--- config.mk ---
export PLATFORM = sky130hd
export DESIGN_NAME = gray_counter
export DESIGN_NICKNAME = d
export VERILOG_FILES = /design/src/rtl/gray_counter.sv
export SDC_FILE = /design/constraint.sdc
export NUM_CORES = 1
export LEC_CHECK = 0
export ABC_AREA = 0
export CORE_AREA = 3 3 40 42
export DETAILED_ROUTE_END_ITERATION = 10
export DIE_AREA = 0 0 43 45
export PLACE_DENSITY = 0.56
export RECOVER_POWER = 100
export SETUP_SLACK_MARGIN = 0.5
export SLEW_MARGIN = 20
export SYNTH_ARGS = -nofsm -noshare
export SYNTH_HDL_FRONTEND = slang
export SYNTH_SLANG_ARGS = --single-unit
--- constraint.sdc ---
create_clock -name clk -period 1.8 [get_ports clk]
set_input_delay 0.27 -clock clk [delete_from_list [all_inputs] [get_ports clk]]
set_output_delay 0.27 -clock clk [all_outputs]
set_load 0.02 [all_outputs]
--- src/rtl/gray_counter.sv ---
`default_nettype none
// ============================================================================
//  Module      : gray_counter
//  Description : Up/down binary counter with a registered Gray-code mirror.
//                Supports a synchronous load and a terminal-event pulse.
//                The end-value behaviour is set by WRAP:
//                  WRAP = 1 : wrap modulo 2^WIDTH.
//                  WRAP = 0 : saturate at the end values.
//  Revision    : 1.0 - initial release
// ============================================================================
module gray_counter #(
    parameter int WIDTH = 3,
    parameter bit WRAP  = 1'b1
) (
    input  logic             clk,
    input  logic             rst,
    input  logic             en,
    input  logic             up,
    input  logic             load,
    input  logic [WIDTH-1:0] load_bin,
    output logic [WIDTH-1:0] bin_out,
    output logic [WIDTH-1:0] gray_out,
    output logic             term
);

    localparam logic [WIDTH-1:0] C_ZERO = '0;
    localparam logic [WIDTH-1:0] C_MAX  = '1;
    localparam logic [WIDTH-1:0] C_ONE  = {{(WIDTH-1){1'b0}}, 1'b1};

    logic [WIDTH-1:0] r_bin_q;
    logic [WIDTH-1:0] r_gray_q;
    logic             r_term_q;

    logic [WIDTH-1:0] w_bin_d;
    logic [WIDTH-1:0] w_gray_d;
    logic             w_term_d;

    // Next binary count and terminal flag: load beats enable, and both
    // end values are handled explicitly so wrap/saturate is a clean choice.
    always_comb begin
        w_bin_d  = r_bin_q;
        w_term_d = 1'b0;
        if (load) begin
            w_bin_d = load_bin;
        end else if (en) begin
            if (up) begin
                if (r_bin_q == C_MAX) begin
                    w_term_d = 1'b1;
                    if (WRAP) begin
                        w_bin_d = C_ZERO;
                    end
                end else begin
                    w_bin_d = r_bin_q + C_ONE;
                end
            end else begin
                if (r_bin_q == C_ZERO) begin
                    w_term_d = 1'b1;
                    if (WRAP) begin
                        w_bin_d = C_MAX;
                    end
                end else begin
                    w_bin_d = r_bin_q - C_ONE;
                end
            end
        end
    end

    // Gray encoding is derived from the next binary value, so the Gray
    // register always matches the binary register after every edge.
    assign w_gray_d[WIDTH-1] = w_bin_d[WIDTH-1];

    generate
        for (genvar i = 0; i < WIDTH - 1; i++) begin : g_gray
            assign w_gray_d[i] = w_bin_d[i+1] ^ w_bin_d[i];
        end
    endgenerate

    // State registers; reset overrides load and enable.
    always_ff @(posedge clk) begin
        if (rst) begin
            r_bin_q  <= C_ZERO;
            r_gray_q <= C_ZERO;
            r_term_q <= 1'b0;
        end else begin
            r_bin_q  <= w_bin_d;
            r_gray_q <= w_gray_d;
            r_term_q <= w_term_d;
        end
    end

    assign bin_out  = r_bin_q;
    assign gray_out = r_gray_q;
    assign term     = r_term_q;

endmodule
`default_nettype wire
Word level (Yosys, flattened, before mapping)
Index checks and enable logic that the tools add are counted.
Word-level totals
  bits in registers: 7
  input bits: 8
  output and inout bits: 7
Cells by class
  add/subtract/negate cells: 2
  equal/unequal tests: 1
  multiplexer cells: 8
  bitwise operators: 3
  reduce and logical (&&, ||, !) cells: 2
Operator list (count)
  3-bit two-way mux: 5
  3-bit by 1-bit adder with 3-bit output (second input constant): 1
  3-bit equality test (second input constant): 1
  3-bit zero test: 1
  1-bit two-way mux: 3
  3-bit OR reduction: 1
  3-bit by 1-bit subtractor with 3-bit output (second input constant): 1
  1-bit bitwise XOR: 2
  1-bit NOT: 1

Logic depth before layout (Yosys ltp)
Gate-level depths: netlist of run 1.
  depth in word-level cells: 6
  gate-level depth with buffers: 7
  gate-level depth less buffers: 7

Worst setup path after synthesis of run 1
Ideal clock, no wire load.
  path kind: register -> register
  from: register r_bin_q[0], in the netlist bin_out[0]
  to: register r_gray_q[1], in the netlist gray_out[1]
  library setup time: 115 ps
  arrival time: 1603 ps
  setup slack: 82 ps
  cell stages (with the launch flop): 8
  path buffers: 0
  period minus slack after synthesis: 1718 ps
  cells stage by stage: dfxtp_1 > inv_1 > ha_1 > nor2b_2 > a22oi_1 > a221o_1 > xnor2_1 > nor2_1
Between the ends
  word-level cells in the longest chain between the ends: 6
  elaborated cells between the ends (all ways): 10
Ends and longest elaborated chain
  start: declaration: line 30  | logic [WIDTH-1:0] r_bin_q;
  start signal: assignment: line 85  | r_bin_q <= w_bin_d;
  3-bit by 1-bit subtractor with 3-bit output, or another cell as far along: line 62  | w_bin_d = r_bin_q - C_ONE;
  3-bit two-way mux, on equally long branches: line 56, 47
  3-bit two-way mux (*): line 46  | if (up) begin
  3-bit two-way mux (*): line 45  | end else if (en) begin
  3-bit two-way mux (*): line 43  | if (load) begin
  1-bit bitwise XOR (*): line 74  | assign w_gray_d[i] = w_bin_d[i+1] ^ w_bin_d[i];
  end signal: assignment: line 86  | r_gray_q <= w_gray_d;
  end: declaration: line 31  | logic [WIDTH-1:0] r_gray_q;
Mark *: on every way between the ends. The rest lies on a longest branch, timed or not.
A chain may end at the register's enable or synchronous reset.

Worst setup path in the final report of run 1
  from: register r_bin_q[0], in the netlist bin_out[0]
  to: register r_gray_q[0], in the netlist gray_out[0]
Between the ends
  word-level cells in the longest chain between the ends: 6
  elaborated cells between the ends (all ways): 10
Ends and longest elaborated chain (line)
  3-bit by 1-bit subtractor with 3-bit output, or another cell as far along: 62
  3-bit two-way mux, on equally long branches: 56, 47
  3-bit two-way mux: 46
  3-bit two-way mux (*): 45
  3-bit two-way mux (*): 43
  1-bit bitwise XOR (*): 74
Marks and branches as above.

==> impl_metrics.csv, run 1 <==
group,metric,value,unit
cts,cts_tree,"done",
min_path,min_path_type,"in -> reg",
placed_design,port_buffers,14,
route,post_drt_wl_per_cell,11.8,um
pwr,p_leak,0.000255,uW
finish,nNetsFinal,77,
route,drc,0,
cts,root_buffer,"clkbuf_4",
timing,finalClockSkew,0.000349,ns
finish,area_growth_syn_to_layout,69.0,%
route,viasPerCell,4.58,
timing,fin_crit,1.60,ns
pwr,cellPowerDensity,676,nW/um^2
timing,period_share,0.889,
floorplan,ios,15,
route,vias,357,
outcome,outcome,"finished, final reports clean",
route,dr.pass1.iters,2,
timing,max_freq,625,MHz
setup_path,cp.arrival,1.73,ns
global_routing,grt-ovfl-total,0,
synthesis,synthCells,43,
floorplan,die_area,1940,um^2
global_routing,grt_max_degree,9,
run,drv_cap,0,
timing,rsz0062_at_grt,"true",
timing,tightest_slew,0.353,ns
cts,clockBufferDepth,2,
cts,cts_sinks,6,
pwr,comb_power_share,0.335,
synthesis,synth-seq-cells,6,
placed_design,dp_hpwl,622,um
pwr,power.switching,122,uW
cts,clk_pin_slew,0.04,ns
placed_design,globalplace.congestion,0.733,
global_routing,grt_pass1_wl,1.59,mm
timing,setup_viol,0,
setup_path,worstSetupPathType,"reg -> reg",
synthesis,synth_warnings,0,
cts,cts-htree-levels,1,
timing,hold_viol,0,
cts,cts-buffers-inserted,3,
synthesis,syn_avg_cell_area,8.44,um^2
pwr,p_sw_frac,0.294,
floorplan,core_area,1280,um^2
setup_path,crit_path_max_fanout,3,
timing,fin_tns_setup,0,ns
synthesis,yosys.area.top_type,"dfxtp_1",
pwr,total_power,414,uW
global_routing,grt_pass1_vias,375,
synthesis,netlist_top_cells_area,"dfxtp_1 (33%), ha_1 (14%), nor2b_1 (5.2%)",
cts,ctsHoldBuffers,0,
floorplan,start_util,0.282,
route,drtIter0Drc,3,
synthesis,synth_fp_nets,55,
synthesis,ys_types,20,
synthesis,ys_seq_area_frac,0.331,
finish,antenna_cells,0,
floorplan,rows,13,
timing,drv_slew,0,
synthesis,netlist_area,363,um^2
route,antenna_left,0,
floorplan,die_h,45,um
timing,relSlewSlack,0.765,
pwr,seqPwrFrac,0.375,
setup_path,cpLargestDelayFamily,"compound AO/OA/AOI/OAI gates",
global_routing,grt_use_total,0.112,
setup_path,critPathCaptureType,"flop",
cts,clock_latency,0.24,ns
global_routing,antenna_found_initial,0,
setup_path,crit_buf_inv,0,
setup_path,crit_chain,"ha_2, ha_4, nand2b_1, a22oi_1, a221o_1, xor2_1, nor2_1",
setup_path,crit_path_start_kind,"flop",
setup_path,critPathRequiredTime,1.93,ns
pwr,peakVddDrop,0.293,mV
synthesis,yosysTopAreaCellShare,0.331,
pwr,clkPwrFrac,0.290,
route,wirelength,917,um
finish,drive_above_1_share,0.333,
setup_path,slowest_stage,"dfxtp_4",
pwr,p_int,293,uW
floorplan,fp.dieW,43,um
setup_path,cpPeakStageDelay,0.35,ns
[per-layer routing]
layer	global-route usage	vias to the layer above	wire, um
met3	0.0398	0	69
met5	0	-	0
li1	-	188	-
met4	0.0542	0	0
met1	0.142	155	418
met2	0.171	14	429
[Yosys cell counts (all sizes together)]
master	count
a22oi	2
nand2b	2
xnor2	1
ha	4
inv	3
xor2	1
or3	2
nand2	2
nor3	1
dfxtp	6
and3	1
a21oi	3
a221o	1
nor2b	4
buf	1
nor3b	2
nor2	4
o21ai	3
[registers in the layout (all words and copies together), names as in the netlist]
name / cells
bin_out: 3
gray_out: 2
term: 1
[layout make-up]
type / instances / area [um^2]
fill: 131 / 672
multi-input combinational: 33 / 275
timing repair buffer: 18 / 153
sequential: 6 / 128
clock buffer: 3 / 22.5
tap: 15 / 18.8
inverter: 3 / 16.3
[layout by cell type, fill, tap and decap left out, drive strengths merged, types with 2 or more instances in the layout]
cell type and n:
nor2b 4, clkdlybuf4s50 5, a22oi 2, a21oi 3, clkbuf 5, nand2 2, ha 4, nor3b 2
or3 2, o21ai 3, buf 4, dfxtp 6, nor2 4, nand2b 2, dlygate4sd2 5, inv 3
[worst register-to-register path, delay by kind of cell (launching register included)]
family / cells / cell delay [ns]
XOR/XNOR: 1 / 0.16
flip-flops: 1 / 0.35
adder cells (fa/ha/maj): 2 / 0.36
AND/OR/NAND/NOR: 2 / 0.18
AO/OA/AOI/OAI: 2 / 0.44
[cells by family (layout without fill, tap and decap cells)]
group / count (synthesis) / in the layout / synth area share
xor gates and xnor gates: 2 / 2 / 0.0483
AOI/OAI and AO/OA: 9 / 9 / 0.152
buffers and inverters: 4 / 24 / 0.0517
and+or+nand+nor: 18 / 18 / 0.279
DFF: 6 / 6 / 0.331
adders and majority gates: 4 / 4 / 0.138
[path summary, 6_finish.rpt]
kind              start  cells past startpoint          end  slack (ns)
max          bin_out[0]                      7  gray_out[0]        0.20
min reg2reg  bin_out[2]                      3         term        0.86
max reg2reg  bin_out[0]                      7  gray_out[0]        0.20
min                  up                      3         term        0.68
[stage by stage]
step	hold WS (ns)	util	area [um^2]	std cells	setup slack, ns
detailed placement	0.723	0.423	543	71	0.0623
finish	0.685	0.477	613	78	0.200
floorplan	0.332	-	392	43	0.290
global route	0.706	0.477	613	78	0.103
global placement	0.743	0.423	543	71	0.0822
CTS	0.679	0.471	606	76	0.218
[timing repair]
action | in CTS | in global routing
setup buffers | 2 | 2
gates resized for setup | 15 | 7
hold endpoints to repair | 0 | 0
pin swaps | 3 | 2
endpoints found under the setup margin | 12 | 8
[power groups by stage]
stage,Sequential [uW],Clock [uW],Combinational (uW)
after floorplan,171,0,58.0
after global placement,157,0,127
after detailed placement,158,0,127
after CTS,156,126,132
after global routing,158,132,152
final,155,120,139
No activity file was read; power rests on OpenSTA's default activity.
==> run 2: changes to the inputs <==
CTS_BUF_LIST = sky130_fd_sc_hd__clkbuf_4   (was default)
==> results of run 2 <==
The final DEF is identical to that of run 1; final timing and power are the same.
==> run 3: changes to the inputs <==
TNS_END_PERCENT = 30   (was default)
==> impl_metrics.csv, run 3 (synthesis gave the netlist of run 1 again) <==
group,metric,value,unit
global_routing,grt_pass1_vias,329,
floorplan,die_h,45,um
global_routing,antenna_found_initial,0,
min_path,min_path_type,"in -> reg",
finish,area_growth_syn_to_layout,64.8,%
cts,clock_latency,0.24,ns
finish,antenna_cells,0,
finish,final_core_util,0.465,
placed_design,globalplace.congestion,0.762,
timing,fin_tns_setup,0,ns
cts,cts_tree,"done",
finish,largest_reg_flops,3,
cts,cts_sinks,6,
global_routing,grt_max_degree,9,
timing,max_freq,613,MHz
setup_path,critPathRequiredTime,1.53,ns
setup_path,cp.arrival,1.36,ns
pwr,p_int,291,uW
setup_path,worstSetupPathType,"reg -> out",
timing,relSlewSlack,0.798,
timing,finalClockSkew,0.00430,ns
setup_path,crit_path_start_kind,"flop",
timing,hold_viol,0,
setup_path,critPathCaptureType,"output port",
finish,multi_input_area,244,um^2
timing,rsz0062_at_grt,"true",
timing,hold_ws,0.696,ns
run,drv_cap,0,
pwr,peakVddDrop,0.322,mV
route,dr.pass1.iters,5,
cts,ctsHoldBuffers,0,
global_routing,grt_use_total,0.0959,
setup_path,cpPeakStageDelay,0.66,ns
timing,setup_viol,0,
pwr,power.switching,113,uW
floorplan,ios,15,
route,viasPerCell,4.55,
timing,period_share,0.906,
floorplan,rows,13,
setup_path,crit_path_max_fanout,4,
global_routing,grt_pass1_wl,1.38,mm
route,drc,0,
route,antenna_left,0,
pwr,p_leak,0.000255,uW
setup_path,slowest_stage,"dlygate4sd3_1",
floorplan,die_area,1940,um^2
floorplan,fp.dieW,43,um
timing,tightest_slew,0.300,ns
pwr,seqPwrFrac,0.382,
pwr,clkPwrFrac,0.291,
pwr,p_sw_frac,0.281,
finish,drive_above_1_share,0.222,
pwr,cellPowerDensity,676,nW/um^2
finish,fillers,137,
cts,root_buffer,"clkbuf_4",
floorplan,start_util,0.282,
finish,seqCellArea,128,um^2
cts,cts-htree-levels,1,
route,vias,355,
timing,fin_crit,1.63,ns
route,wirelength,858,um
setup_path,crit_chain,"buf_4, dlygate4sd3_1",
finish,final_cell_mix,"clkdlybuf4s50_1 (7), dlygate4sd3_1 (6), nor2_1 (4), dfxtp_1 (4), buf_4 (4)",
outcome,outcome,"finished, final reports clean",
finish,final_common_cell,"clkdlybuf4s50_1",
cts,clk_pin_slew,0.04,ns
finish,nNetsFinal,77,
setup_path,cpLargestDelayFamily,"buffers and inverters",
placed_design,dp_hpwl,662,um
setup_path,crit_buf_inv,2,
pwr,comb_power_share,0.328,
placed_design,port_buffers,14,
global_routing,grt-ovfl-total,0,
route,post_drt_wl_per_cell,11.0,um
floorplan,core_area,1280,um^2
timing,drv_slew,0,
route,drtIter0Drc,6,
cts,clockBufferDepth,2,
cts,cts-buffers-inserted,3,
==> run 3: layout make-up <==
type                       count  share of cell area
tap                           15              0.0314
inverter                       3              0.0272
sequential                     6               0.213
timing repair buffer          18               0.282
clock buffer                   3              0.0377
multi-input combinational     33               0.408
==> run 3: through the flow <==
| step | instances | setup WS [ns] | cell area, um^2 | total power, uW |
|---|---|---|---|---|
| after floorplan | 43 | 0.290 | 392 | 229 |
| after global placement | 71 | 0.0911 | 543 | 285 |
| after detailed placement | 71 | 0.0638 | 543 | 286 |
| after CTS | 76 | 0.201 | 582 | 409 |
| after global routing | 78 | 0.0769 | 598 | 431 |
| final | 78 | 0.169 | 598 | 404 |
==> run 3: what timing repair did <==
| item | 4_1_cts | 5_1_grt |
|---|---|---|
| buffers inserted | 2 | 2 |
| resized for setup | 2 | 3 |
| endpoints found under the setup margin | 11 | 11 |
| pin swaps | 3 | 2 |
==> run 3: worst paths after layout <==
kind | startpoint | endpoint | slack [ns] | depth (start not counted)
max | bin_out[0] | bin_out[0] | 0.17 | 2
min | rst | gray_out[0] | 0.70 | 2
max reg2reg | bin_out[0] | gray_out[0] | 0.20 | 7
min reg2reg | bin_out[2] | term | 0.80 | 3
==> run 3: routing by layer <==
metal / global-route usage / vias to the layer above / share of wire
met4: 0.0361 / 0 / 0
met5: 0 / - / 0
met3: 0.0359 / 0 / 0.051
met1: 0.126 / 153 / 0.43
met2: 0.144 / 13 / 0.52
li1: - / 189 / -
==> run 3: power by group through the flow <==
stage	Combinational, uW	Sequential, uW	Clock, uW
floorplan	58.0	171	0
global route	145	156	130
finish	132	154	117
global placement	127	158	0
detailed placement	127	159	0
CTS	129	156	124
==> RTL change (settings of run 2) <==
Reset style: asynchronous (`rst`), changed in one clocked block.
--- a/src/rtl/gray_counter.sv
+++ b/src/rtl/gray_counter.sv
@@ -76,7 +76,7 @@
     endgenerate
 
     // State registers; reset overrides load and enable.
-    always_ff @(posedge clk) begin
+    always_ff @(posedge clk or posedge rst) begin
         if (rst) begin
             r_bin_q  <= C_ZERO;
             r_gray_q <= C_ZERO;
Behaviour: differs if rst is asserted again (counterexample within 4 cycles, from zero or initial values and one cycle with rst high); with rst held inactive, the same outputs for 10 cycles.
==> RTL change against run 2 <==
Synthesized area increased by 4.1%; wire length increased by 8.4%; worst setup slack improved by 0.027 ns; clock power increased by 31%; sequential cell count unchanged; power increased by 28%; cell area increased by 5.9%; first-iteration DRC count increased by 67%; largest power group is now combinational logic.
==> RTL change: results (changes against run 2) <==
Detailed routing
  • Uppermost layer routed: met4
  • M1 WL: 425 µm (+1.7%)
  • Drt total wl: 994 µm (+8.4%)
  • First-pass DRT Iterations: 2 (unchanged)
  • Vias per cell: 4.61 (+0.68%)
  • DR iter-0 viols: 5 (+2)
  • Met3 wire len: 46 µm (-33%)
  • DR WL met2: 505 µm (+18%)

Global route
  • Met1 usage: 0.150 (+0.00734)
  • Total track usage: 0.126 (+0.0132)
  • M3 GR Usage: 0.0319 (-0.00797)
  • Largest net degree at the start of global routing: 8 (-1)
  • Initial antenna violation count: 0 (unchanged)
  • GR Util met2: 0.207 (+0.0359)
  • First-pass GRT wire length: 1770 µm (+11%)
  • Number of global-route vias before repair: 372 (-0.80%)

Critical path
  • Kind of cell adding the most delay to the critical path: compound AO/OA/AOI/OAI gates
  • CP Launch Point: bin_out[1]
  • Slowest library cell on the worst path: dfrtp_1
  • R2R Path Start: bin_out[1]
  • Crit path arrival time: 1.69 ns (-0.04 ns)
  • Max Fanout on Critical Path: 4 (+1)
  • CP max stage delay: 0.45 ns (+0.10 ns)

Placed design
  • Dpl hpwl: 767 µm (+23%)
  • Routability cong.: 0.735 (+0.27%)

Logic synthesis
  • Top cells by count, synth: dfrtp_1, inv_1, a21oi_1, ha_1, nor2_1
  • Ys async rst share: 1.00 (+1.00)
  • Synth cell types: 18 (-10%)
  • Largest cells by area after synthesis: dfrtp_1, ha_1, a21oi_1, inv_1, xnor2_1
  • Register area share after synthesis: 0.397 (+0.0663)
  • Syn nets: 51 (-7.3%)

Finish
  • Layout cells sized above 1: 0.305 (-0.0282)
  • Nets: 72 (-6.5%)
  • N_diodes: 0 (unchanged)

Clock tree
  • Clk buf depth: 2 (unchanged)
  • Resize count post-CTS: 11 (-4)
  • CTS Buf Count: 3 (unchanged)
  • Root Driver: clkbuf_4
  • Clock transition at the registers of the reported paths: 0.06 ns (+0.02 ns)

Worst hold path
  • HP Class: input port to async pin

Timing
  • Clock skew: 0.00412 ns (+0.00377 ns)
  • Slew headroom: 0.710 (-0.0550)

Status
  • Status: finished, final reports clean

Power and ir drop
  • Max VDD drop: 0.359 mV (+22%)
  • Leak: 0.000274 µW (+7.8%)
==> RTL change: path summary, 6_finish.rpt <==
path	endpoint	slack (ns)	cells past startpoint
setup / recovery	gray_out[1]	0.23	5
hold / removal	bin_out[0]	0.38	2
setup reg to reg	gray_out[1]	0.23	5
hold reg to reg	bin_out[1]	0.87	4
max in group asynchronous	gray_out[1]	1.22	2
min in group clk	bin_out[2]	0.75	4
==> RTL change: kinds of logic after synthesis <==
logic type               count (synthesis)  share of synthesized area
AO/OA/AOI/OAI                           11                      0.219
XOR/XNOR                                 2                     0.0464
buffers and inverters                    6                     0.0695
AND/OR/NAND/NOR                         10                      0.136
flip-flops                               6                      0.397
adder cells (fa/ha/maj)                  4                      0.132
==> RTL change: where the power goes <==
part           switching, µW  internal (µW)  leakage, µW
Sequential              20.1            154    0.0000721
Clock                   57.7           99.6    0.0000184
Combinational            104           95.4     0.000184
==> RTL change: worst register-to-register path: stages (launching register included) <==
cell and delay, ns:
dfrtp_1 0.45, inv_1 0.14, ha_4 0.19, o31ai_1 0.40, a221oi_4 0.12, xnor2_1 0.14
==> RTL change: per-stage QoR <==
stage | power [µW] | hold WS, ns | setup WS (ns) | instance area, µm² | cells
after global routing | 573 | 0.406 | 0.138 | 649 | 74
after floorplan | 293 | 0.0608 | 0.383 | 439 | 39
after global placement | 372 | 0.491 | 0.216 | 598 | 68
after detailed placement | 377 | 0.505 | 0.192 | 598 | 68
after CTS | 531 | 0.239 | 0.337 | 641 | 74
final | 531 | 0.378 | 0.227 | 649 | 74
==> RTL change: cell type report <==
type / instances / area, µm²
inverter: 5 / 21.3
sequential: 6 / 150
clock buffer: 4 / 30.0
tap: 15 / 18.8
fill: 126 / 636
timing repair buffer: 17 / 146
multi-input combinational: 27 / 283
